[config.mk]
export PLATFORM = sky130hd
export DESIGN_NAME = branch_resolve
export DESIGN_NICKNAME = d
export VERILOG_FILES = /design/src/rtl/branch_pkg.sv /design/src/rtl/bht_2bit.sv /design/src/rtl/branch_resolve.sv
export SDC_FILE = /design/constraint.sdc
export NUM_CORES = 1
export LEC_CHECK = 0
export BUFFER_PORTS_ARGS = -buffer_cell sky130_fd_sc_hd__buf_2
export CAP_MARGIN = 5
export CORE_ASPECT_RATIO = 1.1
export CORE_MARGIN = 1.5
export CORE_UTILIZATION = 23
export CTS_BUF_LIST = sky130_fd_sc_hd__clkbuf_8
export DETAILED_ROUTE_END_ITERATION = 10
export PLACE_DENSITY = 0.42
export SLEW_MARGIN = 25
export SYNTH_ARGS = -nofsm -noshare
export SYNTH_HDL_FRONTEND = slang
export SYNTH_SLANG_ARGS = --single-unit
[constraint.sdc]
create_clock -name clk_i -period 3.3 [get_ports clk_i]
set_input_delay 0.33 -clock clk_i [delete_from_list [all_inputs] [get_ports clk_i]]
set_output_delay 0.33 -clock clk_i [all_outputs]
set_load 0.1 [all_outputs]
[src/rtl/branch_pkg.sv]
// Shared definitions for the EX-stage branch resolution unit: funct3 codes,
// recovery FSM states and 2-bit saturating counter encodings.
package branch_pkg;

    localparam logic [2:0] F3_BEQ  = 3'b000;
    localparam logic [2:0] F3_BNE  = 3'b001;
    localparam logic [2:0] F3_BLT  = 3'b100;
    localparam logic [2:0] F3_BGE  = 3'b101;
    localparam logic [2:0] F3_BLTU = 3'b110;
    localparam logic [2:0] F3_BGEU = 3'b111;

    typedef enum logic {
        NORMAL  = 1'b0,
        RECOVER = 1'b1
    } state_t;

    localparam logic [1:0] SNT = 2'b00;
    localparam logic [1:0] WNT = 2'b01;
    localparam logic [1:0] WT  = 2'b10;
    localparam logic [1:0] ST  = 2'b11;

    // Saturating step of a 2-bit direction counter
    function automatic logic [1:0] ctrNext(input logic [1:0] ctr, input logic taken);
        logic [1:0] result;
        result = ctr;
        if (taken && ctr != ST) begin
            result = ctr + 2'd1;
        end else if (!taken && ctr != SNT) begin
            result = ctr - 2'd1;
        end
        return result;
    endfunction

endpackage

[src/rtl/bht_2bit.sv]
// Branch history table of 2-bit saturating counters with a combinational
// read port for fetch and a single training port driven from EX.
module bht_2bit
    import branch_pkg::*;
#(
    parameter int ENTRIES = 16,
    parameter int IDX_W   = $clog2(ENTRIES)
) (
    input  logic             i_clk,
    input  logic             i_rst,
    input  logic [IDX_W-1:0] i_rdIdx,
    output logic [1:0]       o_rdCtr,
    input  logic [IDX_W-1:0] i_wrIdx,
    input  logic             i_wrTaken,
    input  logic             i_wrEn
);

    logic [1:0] r_ctr [ENTRIES];

    always_ff @(posedge i_clk or posedge i_rst) begin
        if (i_rst) begin
            for (int i = 0; i < ENTRIES; i++) begin
                r_ctr[i] <= WNT;
            end
        end else if (i_wrEn) begin
            r_ctr[i_wrIdx] <= ctrNext(r_ctr[i_wrIdx], i_wrTaken);
        end
    end

    // Reads see the pre-update value when fetch and EX hit the same entry
    assign o_rdCtr = r_ctr[i_rdIdx];

endmodule

[src/rtl/branch_resolve.sv]
// EX-stage branch resolution: direction decode, mispredict detection,
// redirect/flush generation, one-cycle recovery FSM, BHT training and counters.
module branch_resolve
    import branch_pkg::*;
#(
    parameter int BHT_ENTRIES = 16
) (
    input  logic        clk_i,
    input  logic        rst_i,
    input  logic [31:0] if_pc_i,
    output logic        if_pred_taken_o,
    input  logic        ex_valid_i,
    input  logic        ex_is_branch_i,
    input  logic        ex_is_jump_i,
    input  logic [2:0]  ex_funct3_i,
    input  logic [31:0] ex_pc_i,
    input  logic [31:0] ex_target_i,
    input  logic        ex_pred_taken_i,
    input  logic [31:0] ex_pred_target_i,
    input  logic        br_less_i,
    input  logic        br_equal_i,
    output logic        br_unsigned_o,
    output logic        redirect_o,
    output logic [31:0] redirect_pc_o,
    output logic        flush_o,
    output logic [31:0] branch_cnt_o,
    output logic [31:0] mispred_cnt_o
);

    localparam int IDX = $clog2(BHT_ENTRIES);

    state_t      r_state;
    state_t      w_nextState;
    logic [31:0] r_branchCnt;
    logic [31:0] r_mispredCnt;
    logic        w_condTaken;
    logic        w_validF3;
    logic        w_resolve;
    logic        w_condBranch;
    logic        w_actualTaken;
    logic        w_mispredict;
    logic        w_bhtUpdate;
    logic [1:0]  w_rdCtr;
    logic        w_unusedBits;

    assign br_unsigned_o = ex_funct3_i[1];

    always_comb begin
        w_condTaken = 1'b0;
        w_validF3   = 1'b1;
        case (ex_funct3_i)
            F3_BEQ:           w_condTaken = br_equal_i;
            F3_BNE:           w_condTaken = ~br_equal_i;
            F3_BLT, F3_BLTU:  w_condTaken = br_less_i;
            F3_BGE, F3_BGEU:  w_condTaken = ~br_less_i;
            default:          w_validF3   = 1'b0;
        endcase
    end

    // Reset gates resolution so redirect/flush stay low while it is held
    assign w_resolve     = ~rst_i & ex_valid_i & (ex_is_branch_i | ex_is_jump_i)
                           & (r_state == NORMAL);
    assign w_condBranch  = ex_is_branch_i & ~ex_is_jump_i;
    assign w_actualTaken = ex_is_jump_i | (w_condBranch & w_validF3 & w_condTaken);
    assign w_mispredict  = w_resolve
                           & ((w_actualTaken != ex_pred_taken_i)
                              | (w_actualTaken & ex_pred_taken_i
                                 & (ex_pred_target_i != ex_target_i)));
    assign w_bhtUpdate   = w_resolve & w_condBranch & w_validF3;

    assign redirect_o    = w_mispredict;
    assign flush_o       = w_mispredict;
    assign redirect_pc_o = !w_mispredict ? 32'd0
                         : (w_actualTaken ? ex_target_i : ex_pc_i + 32'd4);

    always_ff @(posedge clk_i or posedge rst_i) begin
        if (rst_i) begin
            r_state <= NORMAL;
        end else begin
            r_state <= w_nextState;
        end
    end

    // One dead cycle after a mispredict lets the wrong-path EX op drain
    always_comb begin
        w_nextState = r_state;
        case (r_state)
            NORMAL:  if (w_mispredict) w_nextState = RECOVER;
            RECOVER: w_nextState = NORMAL;
            default: w_nextState = NORMAL;
        endcase
    end

    always_ff @(posedge clk_i or posedge rst_i) begin
        if (rst_i) begin
            r_branchCnt  <= 32'd0;
            r_mispredCnt <= 32'd0;
        end else begin
            if (w_bhtUpdate) begin
                r_branchCnt <= r_branchCnt + 32'd1;
            end
            if (w_mispredict) begin
                r_mispredCnt <= r_mispredCnt + 32'd1;
            end
        end
    end

    assign branch_cnt_o  = r_branchCnt;
    assign mispred_cnt_o = r_mispredCnt;

    bht_2bit #(
        .ENTRIES (BHT_ENTRIES),
        .IDX_W   (IDX)
    ) u_bht (
        .i_clk     (clk_i),
        .i_rst     (rst_i),
        .i_rdIdx   (if_pc_i[IDX+1:2]),
        .o_rdCtr   (w_rdCtr),
        .i_wrIdx   (ex_pc_i[IDX+1:2]),
        .i_wrTaken (w_condTaken),
        .i_wrEn    (w_bhtUpdate)
    );

    assign if_pred_taken_o = w_rdCtr[1];

    assign w_unusedBits = ^{if_pc_i[31:IDX+2], if_pc_i[1:0], w_rdCtr[0]};

endmodule

==> flow_metrics.tcl <==
set metrics [dict create \
    setup_violations 0 \
    hold_viol 0 \
    critPathLaunchType "input port" \
    core_area_um2 26200 \
    grt_pass1_vias 5398 \
    initial_core_util 0.235 \
    postPlaceCellArea_um2 7870 \
    critical_path_class "input port to output port" \
    vias 5416 \
    antennaDiodeCount 0 \
    wire_per_inst_um 16.6 \
    dp_cells 1184 \
    fin_setup_tns_ns 0 \
    critPathRequiredTime_ns 2.97 \
    boundaryPins 239 \
    synth_edf_count 0 \
    antenna_left 0 \
    critPathMostFrequentCell "buf_2" \
    cts_tree "done" \
    grt_pass1_wl_um 31500 \
    finalWeightedCongestion 0.798 \
    async_flop_share 1.00 \
    path_cells "buf_2, xor2_1, a22o_1, a21oi_4, inv_2, ha_4, or3_4, o31ai_4, buf_12, a211oi_2, buf_2" \
    post-route-drc-count 0 \
    grt_max_degree 62 \
    root_buffer "clkbuf_8" \
    synth-seq-cells 97 \
    final_util 0.307 \
    row_count 62 \
    clock_skew_ns 0.0118 \
    worst_pin_slew_ns 0.792 \
    rsz0062_at_grt "false" \
    worst-path-max-fanout 33 \
    peakVddDrop_mv 0.335 \
    end_kind "output port" \
    drtIter0Drc 241 \
    ff2ff_setup_slack_ns 0.48 \
    max_freq_ghz 0.328 \
    gr-total-overflow 0 \
    clk_path_buf_depth 2 \
    fin_crit_ns 3.05 \
    dp_hpwl_um 15100 \
    die_x_um 159 \
    cts_sinks 97 \
    htreeDepth 3 \
    cts_buffers 9 \
    die_area_um2 27800 \
    path_buf_inv 4 \
    syn_area_per_cell_um2 9.73 \
    post_cts_buffers 0 \
    portBuffers 210 \
    final-max-slew-violation-count 0 \
    drive_gt1_frac 0.395 \
    antenna_found_initial 1 \
    cp_slowest_cell "or3_4" \
    timing.final.crit_share 0.923 \
    wirelength_um 19900 \
    viasPerCell 4.51 \
    synth.distinct_cells 49 \
    slew_headroom 0.472 \
    slowest_delay_ns 0.38 \
    final_cell_area_um2 8050 \
    drv_cap 0 \
    whs_ns 0.474 \
    status "finished, final reports clean" \
    clkLatencyLatePin_ns 0.38 \
    report.power.total_mw 3.39 \
    hp-class "flop to flop" \
    syn-cell-area_um2 6160 \
    syn-num-nets 781 \
    syn_to_final_growth_pct 30.8 \
    synth-main-ff-cell "dfrtp_1" \
    worst-endpoint-arrival_ns 2.72 \
    fin_ws_ns 0.254 \
    die_y_um 175 \
    instances_no_fill 1201 \
    post-place-ws_ns 0.0668 \
    nets 992 \
    leakage_nw 3.85 \
    detail_route.first_pass.iterations 4 \
    cellPowerDensity_nw_per_um2 421 \
    cts.reportedPaths.clkPinSlew_ns 0.10 \
    syn_inst 633 \
    yosys_warnings 0 \
    ys_seq_area_frac 0.397 \
    track_usage 0.145 \
    critPathTopFamily "buffers and inverters" \
]
## cell usage after synthesis (12+ instances only)
| cell type | count | area share |
|---|---|---|
| xor2_1 | 90 | 0.13 |
| mux2_2 | 17 | 0.031 |
| dfrtp_1 | 81 | 0.33 |
| nor2_1 | 58 | 0.035 |
| o21ai_0 | 12 | 0.0098 |
| nand4_1 | 23 | 0.023 |
| dfstp_2 | 16 | 0.068 |
| nand2_1 | 56 | 0.034 |
| nand3_1 | 47 | 0.038 |
| nor4_1 | 18 | 0.018 |
| a211oi_1 | 28 | 0.034 |
| and3_1 | 15 | 0.015 |
| xnor2_1 | 34 | 0.048 |
| nor3_1 | 24 | 0.020 |
| clkbuf_1 | 12 | 0.0073 |
| inv_1 | 17 | 0.010 |
## metal layers
metal	vias to the layer above	wire (um)	part of all wire	global-route usage
met3	12	873	0.044	0.0278
met5	-	10	0.00050	0
li1	2673	-	-	-
met1	2602	9460	0.48	0.199
met4	2	168	0.0084	0.0283
met2	127	9400	0.47	0.236
## area by class of cell
| cell class | count | area [um^2] |
|---|---|---|
| repair buffers | 227 | 1210 |
| fillers | 2840 | 18200 |
| clock inverters | 7 | 53.8 |
| well taps | 352 | 440 |
| clock buffers | 9 | 124 |
| inverters | 17 | 70.1 |
| flip-flops and latches | 97 | 2450 |
| multi-input cells | 492 | 3710 |
## kinds of logic after synthesis
group / Yosys count / synth area share
buffers and inverters: 44 / 0.0329
adders and majority gates: 9 / 0.0183
and+or+nand+nor: 267 / 0.220
AOI/OAI and AO/OA: 57 / 0.0618
DFF: 97 / 0.397
xor gates and xnor gates: 125 / 0.179
muxes: 34 / 0.0904
## power breakdown
group	total, mW	internal [mW]	switching, mW
combinational	1.23	0.282	0.946
sequential	1.40	1.29	0.107
clock	0.769	0.285	0.484
## final timing paths
kind                                                from                             to  cells after the start
setup reg to reg              u_bht.r_ctr[4]$_DFFE_PP1P_    u_bht.r_ctr[27]$_DFFE_PP0P_                      8
max in group asynchronous                          rst_i     u_bht.r_ctr[2]$_DFFE_PP1P_                      4
setup / recovery                          ex_funct3_i[0]               redirect_pc_o[9]                     11
hold reg to reg            mispred_cnt_o[31]$_DFFE_PP0P_  mispred_cnt_o[31]$_DFFE_PP0P_                      1
hold / removal             mispred_cnt_o[31]$_DFFE_PP0P_  mispred_cnt_o[31]$_DFFE_PP0P_                      1
min in group asynchronous                          rst_i  mispred_cnt_o[22]$_DFFE_PP0P_                      3
## cells in the final DEF (no fill, tap or decap), types with 12 or more instances in the layout
cell type and instances:
a211oi_2 27, xnor2_1 34, and3_1 15, dfrtp_1 81, nand2_1 56, buf_2 210
o21ai_0 12, xor2_1 90, nor3_1 24, nor2_1 57, buf_4 14, nand4_1 23
nor4_1 18, dfstp_2 16, mux2_2 17, nand3_1 47, inv_1 15
## state kept, by name, summed over array words and instances (netlist names)
name,flops
r_state,1
mispred_cnt_o,32
u_bht.r_ctr,32
branch_cnt_o,32
## what timing repair did
action | 4_1_cts | 5_1_grt
endpoints found under the hold margin | 34 | 0
gates resized for setup | 0 | 0
hold buffers | 1 | 0
No activity file was read; power rests on OpenSTA's default activity.
